**src/rtl/irq_controller_if.sv**
```systemverilog
// Request/ack/mask bundle between interrupt sources, the controller and the core.
// The slave modport is the controller side; master is the core/source side.
interface irq_controller_if #(
    parameter int NUM_IRQ = 8,
    parameter int ID_W    = 3
);
    logic [NUM_IRQ-1:0] irq_req;
    logic               nmi;
    logic               mask_we;
    logic [NUM_IRQ-1:0] mask_din;
    logic               int_ack;
    logic               int_done;
    logic               int_out;
    logic               int_nmi;
    logic [ID_W-1:0]    int_id;
    logic [31:0]        int_vec;
    logic [NUM_IRQ-1:0] mask_q;
    logic [NUM_IRQ-1:0] pending_q;
    logic               in_service;
    logic               nmi_active;

    modport slave (
        input  irq_req, nmi, mask_we, mask_din, int_ack, int_done,
        output int_out, int_nmi, int_id, int_vec, mask_q, pending_q, in_service, nmi_active
    );

    modport master (
        output irq_req, nmi, mask_we, mask_din, int_ack, int_done,
        input  int_out, int_nmi, int_id, int_vec, mask_q, pending_q, in_service, nmi_active
    );
endinterface

```
**src/rtl/irq_controller.sv**
```systemverilog
// Priority interrupt controller: edge-latched maskable sources plus one preempting NMI.
// Source edge at k -> registered request after k+1; request held until the core acks.
module irq_controller #(
    parameter int                 NUM_IRQ    = 8,
    parameter int                 ID_W       = 3,
    parameter logic [31:0]        VEC_BASE   = 32'h0000_0080,
    parameter logic [31:0]        VEC_STRIDE = 32'h0000_0008,
    parameter logic [31:0]        NMI_VEC    = 32'h0000_0040,
    parameter logic [NUM_IRQ-1:0] MASK_RST   = {NUM_IRQ{1'b1}}
) (
    input  logic             clk,
    input  logic             reset,
    irq_controller_if.slave  bus
);

    typedef enum logic [2:0] {
        ST_IDLE,
        ST_REQ,
        ST_SERVICE,
        ST_NMI_REQ,
        ST_NMI_SVC
    } state_t;

    state_t             state_q;
    logic               ret_svc_q;
    logic [31:0]        ret_vec_q;
    logic [NUM_IRQ-1:0] irq_prev_q;
    logic [NUM_IRQ-1:0] pending_q, pending_d;
    logic [NUM_IRQ-1:0] mask_q, mask_d;
    logic               nmi_prev_q;
    logic               nmi_pend_q, nmi_pend_d;
    logic               int_out_q;
    logic               int_nmi_q;
    logic [ID_W-1:0]    int_id_q;
    logic [31:0]        int_vec_q;
    logic               in_service_q;
    logic               nmi_active_q;

    logic [NUM_IRQ-1:0] irq_rise;
    logic [NUM_IRQ-1:0] pending_clr;
    logic [NUM_IRQ-1:0] eligible;
    logic               nmi_rise;
    logic               ack_req;
    logic               ack_nmi;
    logic               win_vld;
    logic [ID_W-1:0]    win_idx;
    logic [31:0]        win_vec;

    assign irq_rise    = bus.irq_req & ~irq_prev_q;
    assign nmi_rise    = bus.nmi & ~nmi_prev_q;
    assign ack_req     = (state_q == ST_REQ) && bus.int_ack;
    assign ack_nmi     = (state_q == ST_NMI_REQ) && bus.int_ack;
    assign pending_clr = ack_req ? (NUM_IRQ'(1) << int_id_q) : '0;
    // A fresh edge in the same cycle as the clear keeps the bit set.
    assign pending_d   = (pending_q & ~pending_clr) | irq_rise;
    assign nmi_pend_d  = (nmi_pend_q & ~ack_nmi) | nmi_rise;
    assign mask_d      = bus.mask_we ? bus.mask_din : mask_q;
    assign eligible    = pending_q & ~mask_q;

    always_comb begin
        win_vld = 1'b0;
        win_idx = '0;
        for (int i = NUM_IRQ - 1; i >= 0; i--) begin
            if (eligible[i]) begin
                win_vld = 1'b1;
                win_idx = ID_W'(i);
            end
        end
    end

    assign win_vec = VEC_BASE + 32'(win_idx) * VEC_STRIDE;

    always_ff @(posedge clk) begin
        if (reset) begin
            state_q      <= ST_IDLE;
            ret_svc_q    <= 1'b0;
            ret_vec_q    <= '0;
            irq_prev_q   <= '0;
            pending_q    <= '0;
            mask_q       <= MASK_RST;
            nmi_prev_q   <= 1'b0;
            nmi_pend_q   <= 1'b0;
            int_out_q    <= 1'b0;
            int_nmi_q    <= 1'b0;
            int_id_q     <= '0;
            int_vec_q    <= '0;
            in_service_q <= 1'b0;
            nmi_active_q <= 1'b0;
        end else begin
            irq_prev_q <= bus.irq_req;
            nmi_prev_q <= bus.nmi;
            pending_q  <= pending_d;
            nmi_pend_q <= nmi_pend_d;
            mask_q     <= mask_d;

            case (state_q)
                ST_IDLE: begin
                    if (nmi_pend_q) begin
                        state_q   <= ST_NMI_REQ;
                        ret_svc_q <= 1'b0;
                        ret_vec_q <= int_vec_q;
                        int_out_q <= 1'b1;
                        int_nmi_q <= 1'b1;
                        int_vec_q <= NMI_VEC;
                    end else if (win_vld) begin
                        state_q   <= ST_REQ;
                        int_out_q <= 1'b1;
                        int_id_q  <= win_idx;
                        int_vec_q <= win_vec;
                    end
                end
                ST_REQ: begin
                    if (bus.int_ack) begin
                        state_q      <= ST_SERVICE;
                        int_out_q    <= 1'b0;
                        in_service_q <= 1'b1;
                    end else if (nmi_pend_q) begin
                        // Withdrawn request stays pending and is re-arbitrated from IDLE.
                        state_q   <= ST_NMI_REQ;
                        ret_svc_q <= 1'b0;
                        ret_vec_q <= int_vec_q;
                        int_nmi_q <= 1'b1;
                        int_vec_q <= NMI_VEC;
                    end
                end
                ST_SERVICE: begin
                    if (bus.int_done) begin
                        state_q      <= ST_IDLE;
                        in_service_q <= 1'b0;
                    end else if (nmi_pend_q) begin
                        state_q   <= ST_NMI_REQ;
                        ret_svc_q <= 1'b1;
                        ret_vec_q <= int_vec_q;
                        int_out_q <= 1'b1;
                        int_nmi_q <= 1'b1;
                        int_vec_q <= NMI_VEC;
                    end
                end
                ST_NMI_REQ: begin
                    if (bus.int_ack) begin
                        state_q      <= ST_NMI_SVC;
                        int_out_q    <= 1'b0;
                        int_nmi_q    <= 1'b0;
                        nmi_active_q <= 1'b1;
                    end
                end
                ST_NMI_SVC: begin
                    if (bus.int_done) begin
                        state_q      <= ret_svc_q ? ST_SERVICE : ST_IDLE;
                        nmi_active_q <= 1'b0;
                        int_vec_q    <= ret_vec_q;
                    end
                end
                default: state_q <= ST_IDLE;
            endcase
        end
    end

    assign bus.int_out    = int_out_q;
    assign bus.int_nmi    = int_nmi_q;
    assign bus.int_id     = int_id_q;
    assign bus.int_vec    = int_vec_q;
    assign bus.mask_q     = mask_q;
    assign bus.pending_q  = pending_q;
    assign bus.in_service = in_service_q;
    assign bus.nmi_active = nmi_active_q;

endmodule

```
**src/flat_wrapper.sv**
```systemverilog
// flat-port wrapper written by rule: the top's interface ports become plain ports
module irq_controller_flat 
#(
    parameter int                 NUM_IRQ    = 8,
    parameter int                 ID_W       = 3,
    parameter logic [31:0]        VEC_BASE   = 32'h0000_0080,
    parameter logic [31:0]        VEC_STRIDE = 32'h0000_0008,
    parameter logic [31:0]        NMI_VEC    = 32'h0000_0040,
    parameter logic [NUM_IRQ-1:0] MASK_RST   = {NUM_IRQ{1'b1}}
)
  (clk, reset, bus_irq_req, bus_nmi, bus_mask_we, bus_mask_din, bus_int_ack, bus_int_done, bus_int_out, bus_int_nmi, bus_int_id, bus_int_vec, bus_mask_q, bus_pending_q, bus_in_service, bus_nmi_active);
  irq_controller_if #(.NUM_IRQ(NUM_IRQ), .ID_W(ID_W)) bus_i ();
  input  logic clk;
  input  logic reset;
  input wire logic [$bits(bus_i.irq_req)-1:0] bus_irq_req;
  input wire logic [$bits(bus_i.nmi)-1:0] bus_nmi;
  input wire logic [$bits(bus_i.mask_we)-1:0] bus_mask_we;
  input wire logic [$bits(bus_i.mask_din)-1:0] bus_mask_din;
  input wire logic [$bits(bus_i.int_ack)-1:0] bus_int_ack;
  input wire logic [$bits(bus_i.int_done)-1:0] bus_int_done;
  output wire logic [$bits(bus_i.int_out)-1:0] bus_int_out;
  output wire logic [$bits(bus_i.int_nmi)-1:0] bus_int_nmi;
  output wire logic [$bits(bus_i.int_id)-1:0] bus_int_id;
  output wire logic [$bits(bus_i.int_vec)-1:0] bus_int_vec;
  output wire logic [$bits(bus_i.mask_q)-1:0] bus_mask_q;
  output wire logic [$bits(bus_i.pending_q)-1:0] bus_pending_q;
  output wire logic [$bits(bus_i.in_service)-1:0] bus_in_service;
  output wire logic [$bits(bus_i.nmi_active)-1:0] bus_nmi_active;
  assign bus_i.irq_req = bus_irq_req;
  assign bus_i.nmi = bus_nmi;
  assign bus_i.mask_we = bus_mask_we;
  assign bus_i.mask_din = bus_mask_din;
  assign bus_i.int_ack = bus_int_ack;
  assign bus_i.int_done = bus_int_done;
  assign bus_int_out = bus_i.int_out;
  assign bus_int_nmi = bus_i.int_nmi;
  assign bus_int_id = bus_i.int_id;
  assign bus_int_vec = bus_i.int_vec;
  assign bus_mask_q = bus_i.mask_q;
  assign bus_pending_q = bus_i.pending_q;
  assign bus_in_service = bus_i.in_service;
  assign bus_nmi_active = bus_i.nmi_active;
  irq_controller #(.NUM_IRQ(NUM_IRQ), .ID_W(ID_W), .VEC_BASE(VEC_BASE), .VEC_STRIDE(VEC_STRIDE), .NMI_VEC(NMI_VEC), .MASK_RST(MASK_RST)) u_core (.clk(clk), .reset(reset), .bus(bus_i));
endmodule
```
**config.mk**
```make
export PLATFORM = sky130hd
export DESIGN_NAME = irq_controller_flat
export DESIGN_NICKNAME = d
export VERILOG_FILES = /design/src/rtl/irq_controller_if.sv /design/src/rtl/irq_controller.sv /design/src/flat_wrapper.sv
export SDC_FILE = /design/constraint.sdc
export NUM_CORES = 1
export LEC_CHECK = 0
export ABC_AREA = 1
export CORE_ASPECT_RATIO = 1.25
export CORE_UTILIZATION = 46
export CTS_BUF_LIST = sky130_fd_sc_hd__clkbuf_8 sky130_fd_sc_hd__clkbuf_16
export CTS_CLUSTER_SIZE = 16
export DETAILED_ROUTE_END_ITERATION = 10
export PLACE_DENSITY = 0.75
export SYNTH_ARGS = -nofsm -noshare
export SYNTH_HDL_FRONTEND = slang
export SYNTH_SLANG_ARGS = --single-unit
```
**constraint.sdc**
```tcl
create_clock -name clk -period 1.4 [get_ports clk]
set_input_delay 0.28 -clock clk [delete_from_list [all_inputs] [get_ports clk]]
set_output_delay 0.28 -clock clk [all_outputs]
set_load 0.005 [all_outputs]
```
=== Yosys cells after proc, flatten, opt, wreduce, memory -nomap -nowiden ===
Index checks and enable logic that the tools add are counted.

* Input port bits: 22
* Word-level logic and storage cells: 115
* Register bits after elaboration: 101
* Output and inout bits: 55

* Reduce and logical (&&, ||, !) cells: 19
* Eq/ne operators: 13
* Add/sub/neg operators: 1
* Multiplexer cells: 54
* Bitwise gates (word level): 13
* Shifts and indexed selects: 1

{| class="wikitable"
|+ Operators with widths
! operator !! count
|-
| 2-to-1 mux 32 bit || 9
|-
| one-hot mux 32 bit (4 select lines) || 1
|-
| one-hot mux 32 bit (3 select lines) || 1
|-
| 2-to-1 mux 3 bit || 15
|-
| bitwise AND 8 bit || 3
|-
| NOT 8 bit || 3
|-
| 2-to-1 mux 1 bit || 20
|-
| one-hot mux 3 bit (5 select lines) || 1
|-
| AND reduction 3 bit || 5
|-
| != test 2 bit, second input constant || 6
|-
| AND reduction 5 bit || 2
|-
| adder 8 x 6 -> 9 bit, first input constant || 1
|-
| 2-to-1 mux 8 bit || 1
|-
| bitwise OR 8 bit || 1
|-
| AND reduction 4 bit || 2
|-
| nonzero test 4 bit || 2
|-
| << shifter 1 x 3 -> 8 bit, first input constant || 1
|-
| equality test 3 x 2 -> 1 bit, second input constant || 2
|-
| one-hot mux 1 bit (3 select lines) || 2
|-
| nonzero test 3 bit || 2
|-
| != test 2 x 1 -> 1 bit, second input constant || 2
|-
| one-hot mux 1 bit (2 select lines) || 2
|-
| one-hot mux 1 bit (4 select lines) || 1
|-
| nonzero test 2 bit || 2
|-
| 10 further kinds || 14
|}

=== Logic depth before layout (Yosys ltp) ===
* Depth after elaboration: 14
* Mapped depth: 12
* Depth with buffers taken out: 11

=== Worst setup path before layout ===
No wires, ideal clock.

* Path type: flip-flop to flip-flop
* Start point: register u_core.state_q[0]
* End point: register u_core.ret_vec_q[0]
* Path slack: -0.108 ns
* Clock period less this slack: 1.508 ns
* Data arrival time: 1.392 ns
* Stages on the path, launching flop included: 12
* Library setup time: 0.116 ns
* Buffers on the path: 2
* Required time: 1.284 ns
* Path through: dfxtp_1 nand2_1 nor2_2 nand2_1 nand2_1 inv_2 o211ai_2 inv_2 buf_6 buf_6 nor2_1 nor2_1

* Longest elaborated chain between the ends: 3
* Elaborated cells on any way between the ends: 8
* Those cells by class: eq/ne: 4; mux: 1; reduce/logical: 3

{| class="wikitable"
|+ RTL lines
! element !! line !! RTL
|-
| from (decl) || irq_controller.sv:24 || <nowiki>state_t state_q;</nowiki>
|-
| from (signal assigned) || irq_controller.sv:149 || <nowiki>state_q <= ret_svc_q ? ST_SERVICE : ST_IDLE;</nowiki>
|-
| equality test 3 x 2 -> 1 bit (tied with other cells) || irq_controller.sv:96 || <nowiki>case (state_q)</nowiki>
|-
| != test 2 bit (no source line) / nonzero test 3 bit (equally long branches) || - ||
|-
| AND reduction 3 bit (no source line) || - ||
|-
| to (signal assigned) || irq_controller.sv:101 || <nowiki>ret_vec_q <= int_vec_q;</nowiki>
|-
| to (signal assigned) || irq_controller.sv:121 || <nowiki>ret_vec_q <= int_vec_q;</nowiki>
|-
| to (signal assigned) || irq_controller.sv:133 || <nowiki>ret_vec_q <= int_vec_q;</nowiki>
|-
| to (decl) || irq_controller.sv:26 || <nowiki>logic [31:0] ret_vec_q;</nowiki>
|}

Several ways; a longest one is shown, not always the timed one.
A chain may end at the register's enable or synchronous reset.

=== Worst setup path after layout ===
* Start point: register u_core.state_q[0]
* End point: register u_core.int_vec_q[5], in the netlist u_core.bus.int_vec[5]

* Longest elaborated chain between the ends: 3
* Elaborated cells on any way between the ends: 11
* Those cells by class: eq/ne: 7; mux: 1; reduce/logical: 3

{| class="wikitable"
|+ RTL lines
! element !! line !! RTL
|-
| equality test 3 x 2 -> 1 bit (tied with other cells) || irq_controller.sv:96 ||
|-
| nonzero test 4 bit (no source line) (tied with other cells) || - ||
|-
| AND reduction 5 bit (no source line) || - ||
|-
| to (signal assigned) || irq_controller.sv:109 || <nowiki>int_vec_q <= win_vec;</nowiki>
|-
| to (signal assigned) || irq_controller.sv:151 || <nowiki>int_vec_q <= ret_vec_q;</nowiki>
|-
| to (decl) || irq_controller.sv:35 || <nowiki>logic [31:0] int_vec_q;</nowiki>
|}

Several ways; a longest one is shown, not always the timed one.

==> key figures <==
Status
  • Status: complete, but fails checks
  • Failing checks: DRC, setup timing

Synthesis
  • Post-Syn Nets: 536
  • Mapped Avg Cell Area: 7.58 µm²
  • Synth async-reset ratio: 0%
  • Post-synth EDFFs: 0
  • Synth Instances: 514
  • Post-Syn Area: 3890 µm²
  • Seq/Total Area, Yosys: 51.9%
  • Synth cell types: 25
  • Synthesis Warnings: 0
  • FF+latch count, synth: 101
  • Main synth FF type: dfxtp_1

Timing
  • RSZ-0062 raised after global routing: true
  • Tmin final: 1820 ps
  • Clock skew: 9.15 ps
  • # setup viols final: 72
  • Final hold vios: 0
  • Rel. slew slack: 73.8%
  • Final hold slack: 408 ps
  • Setup ws final: -421 ps
  • Pins Over Slew Limit: 0
  • Final period util: 130%
  • Fmax: 549 MHz
  • Measured slew at the worst slew-check pin: 392 ps

Global route
  • Total grt overflow: 0
  • Gr usage total: 27.2%
  • Pin count of the biggest net entering global routing: 32
  • Vias in the first global route: 4162
  • Initial antenna violation count: 0
  • First-pass GRT wire length: 19200 µm

Critical path
  • Crit-path max cell delay: 390 ps
  • CP Capture Type: flip-flop
  • Max FO, Critical Path: 6
  • CP Launch Type: flip-flop
  • Worst Path Arrival: 2130 ps
  • Worst path bufs/invs: 2
  • CP dominant cell by count: nor2_4
  • CP top delay family: simple AND/OR/NAND/NOR gates
  • Crit-path slowest cell: dfxtp_4
  • CP Class: flip-flop to flip-flop
  • Worst EP required: 1710 ps
  • Crit path cell chain: nor2_4, nand2_2, nor2_4, nand3_4, nand2_4, nor2_4, buf_12, clkbuf_16, nand2_2, nand2_1, nor2_1

Clock tree
  • Worst skew pair latency: 370 ps
  • CTS tree: done
  • H-tree lvl count: 3
  • Worst-path clk slew: 100 ps
  • Hold_buf cts: 0
  • Clk root buf: clkbuf_8
  • Maximum clock insertion buffer count: 2
  • Clk sink count: 101
  • CTS Buf Count: 9

Floorplan
  • IO Count: 77
  • DIE AREA: 8840 µm²
  • Rows: 37
  • Die Height: 105 µm
  • Die width: 84.3 µm
  • Initial Utilization: 47.3%
  • Core Area: 8240 µm²

Power
  • Peak VDD IR: 0.00110 V
  • Lkg Pwr: 3.03 nW
  • Power per cell area: 1530 nW/µm²

Hold path
  • Worst Hold Class: primary input to flip-flop

Drt
  • Drc violations: 20
  • DRT Wirelength: 16300 µm
  • Routed vias: 4615
  • Detailed router's first-iteration violation count: 560
  • Routed Antenna Nets: 0
  • Vias per inst: 5.88
  • Detailed Routing Iterations Pass 1: 8
  • Wire length per cell: 20.8 µm

Finish
  • Final #Nets: 706
  • Antenna diode count: 0
  • Layout cells sized above 1: 47.1%
  • Area delta synth->final: 72.3%

Place
  • GP Congestion: 0.945
  • Setup Slack @ Placement: -351 ps
  • Dpl hpwl: 6910 µm
  • IO buf count: 76

Flow run
  • Max-Cap Viols: 0
report_power, final:
group	switching [W]	internal (W)	leakage, nW
combinational	0.00255	0.00242	2.10
sequential	0.000375	0.00325	0.847
clock	0.00102	0.000622	0.0874
total	0.00394	0.00629	3.03
path summary, 6_finish.rpt:
kind	from	endpoint	slack (ps)	depth (start not counted)
max	u_core.state_q[0]$_SDFFE_PP0P_	u_core.bus.int_vec[5]$_SDFFE_PP0P_	-420	11
min reg2reg	u_core.irq_prev_q[1]$_SDFF_PP0_	u_core.bus.pending_q[1]$_SDFF_PP0_	430	1
max reg2reg	u_core.state_q[0]$_SDFFE_PP0P_	u_core.bus.int_vec[5]$_SDFFE_PP0P_	-420	11
min	reset	u_core.state_q[0]$_SDFFE_PP0P_	410	3
Yosys cell counts, types with 2 or more instances:
cell	number	area share [%]
dfxtp_1	101	52
nand2_1	85	8.2
nor2_1	80	7.7
o21ai_0	56	7.2
a21oi_1	53	6.8
nand3_1	44	5.7
inv_1	39	3.8
clkbuf_1	14	1.3
o22ai_1	8	1.3
buf_6	5	1.4
buf_2	4	0.51
nor3_1	4	0.51
inv_2	3	0.29
nand2_2	3	0.48
nor2_2	3	0.48
buf_4	2	0.39
clkbuf_2	2	0.26
through the flow:
step           cell area, µm²  TNS, ps  cells  util, %  power, W
6_report                 6710   -20130    785     81.4    0.0102
5_1_grt                  6710   -23840    785     81.4    0.0105
4_1_cts                  5880    -6940    759     71.3   0.00825
3_5_place_dp             5090   -20680    712     61.7   0.00605
3_3_place_gp             5090   -19290    712     61.7   0.00600
2_1_floorplan            3950    -2030    514        -   0.00496
cells by family (layout without fill, tap and decap cells):
kind of cell	count (synthesis)	count (layout)	synth area share, %
buf+inv	70	244	8.10
simple gates	224	224	24.2
flops	101	101	51.9
compound gates	119	119	15.8
cell usage in the layout, fill, tap and decap left out, types with 2 or more instances in the layout:
master / instances
a21oi_1: 40
a21oi_2: 13
buf_12: 8
buf_16: 2
buf_4: 71
buf_6: 20
buf_8: 2
clkbuf_16: 7
clkbuf_8: 9
clkdlybuf4s15_1: 2
clkdlybuf4s50_1: 20
clkinv_2: 2
dfxtp_1: 47
dfxtp_2: 49
dfxtp_4: 5
dlygate4sd2_1: 52
inv_1: 34
inv_2: 6
inv_4: 2
inv_8: 2
nand2_1: 39
nand2_2: 34
nand2_4: 14
nand3_1: 35
nand3_2: 7
nand3_4: 2
nor2_1: 41
nor2_2: 11
nor2_4: 32
nor3_4: 2
o21ai_0: 25
o21ai_1: 15
o21ai_2: 13
o21ai_4: 3
o22ai_1: 8
worst reg2reg max path, delay by kind of cell (launching register included):
family / cells / cell delay [ps]
and+or+nand+nor: 9 / 1050
buffers and inverters: 2 / 300
DFF: 1 / 390
state kept, by name, summed over array words and instances (netlist names):
name and flops:
u_core.bus.pending_q 8, u_core.bus.nmi_active 1, u_core.bus.int_vec 32, u_core.irq_prev_q 8
u_core.nmi_pend_q 1, u_core.ret_vec_q 32, u_core.nmi_prev_q 1, u_core.bus.mask_q 8
u_core.ret_svc_q 1, u_core.bus.int_nmi 1, u_core.bus.int_out 1, u_core.bus.int_id 3
u_core.state_q 3, u_core.bus.in_service 1
final cells by class:
class | instances | area, µm²
clock buffers | 9 | 124
well taps | 97 | 121
multi-input cells | 343 | 2240
flip-flops and latches | 101 | 2100
clock inverters | 6 | 33.8
repair buffers | 187 | 1900
inverters | 42 | 178
fillers | 471 | 1530
timing repair:
action                                 in CTS  in global routing
gates cloned                                4                  9
gates resized for setup                   215                157
setup buffers                              29                 19
endpoints found under the hold margin       0                  0
setup endpoints to repair                 123                 74
pin swaps                                  14                 41
per-layer routing:
metal / routed length (µm) / global-route usage [%]
met1: 5900 / 30.1
met2: 8080 / 48.7
met5: 0 / 0
met4: 967 / 14.2
met3: 1360 / 5.61
Power figures use the tool's default switching activity.
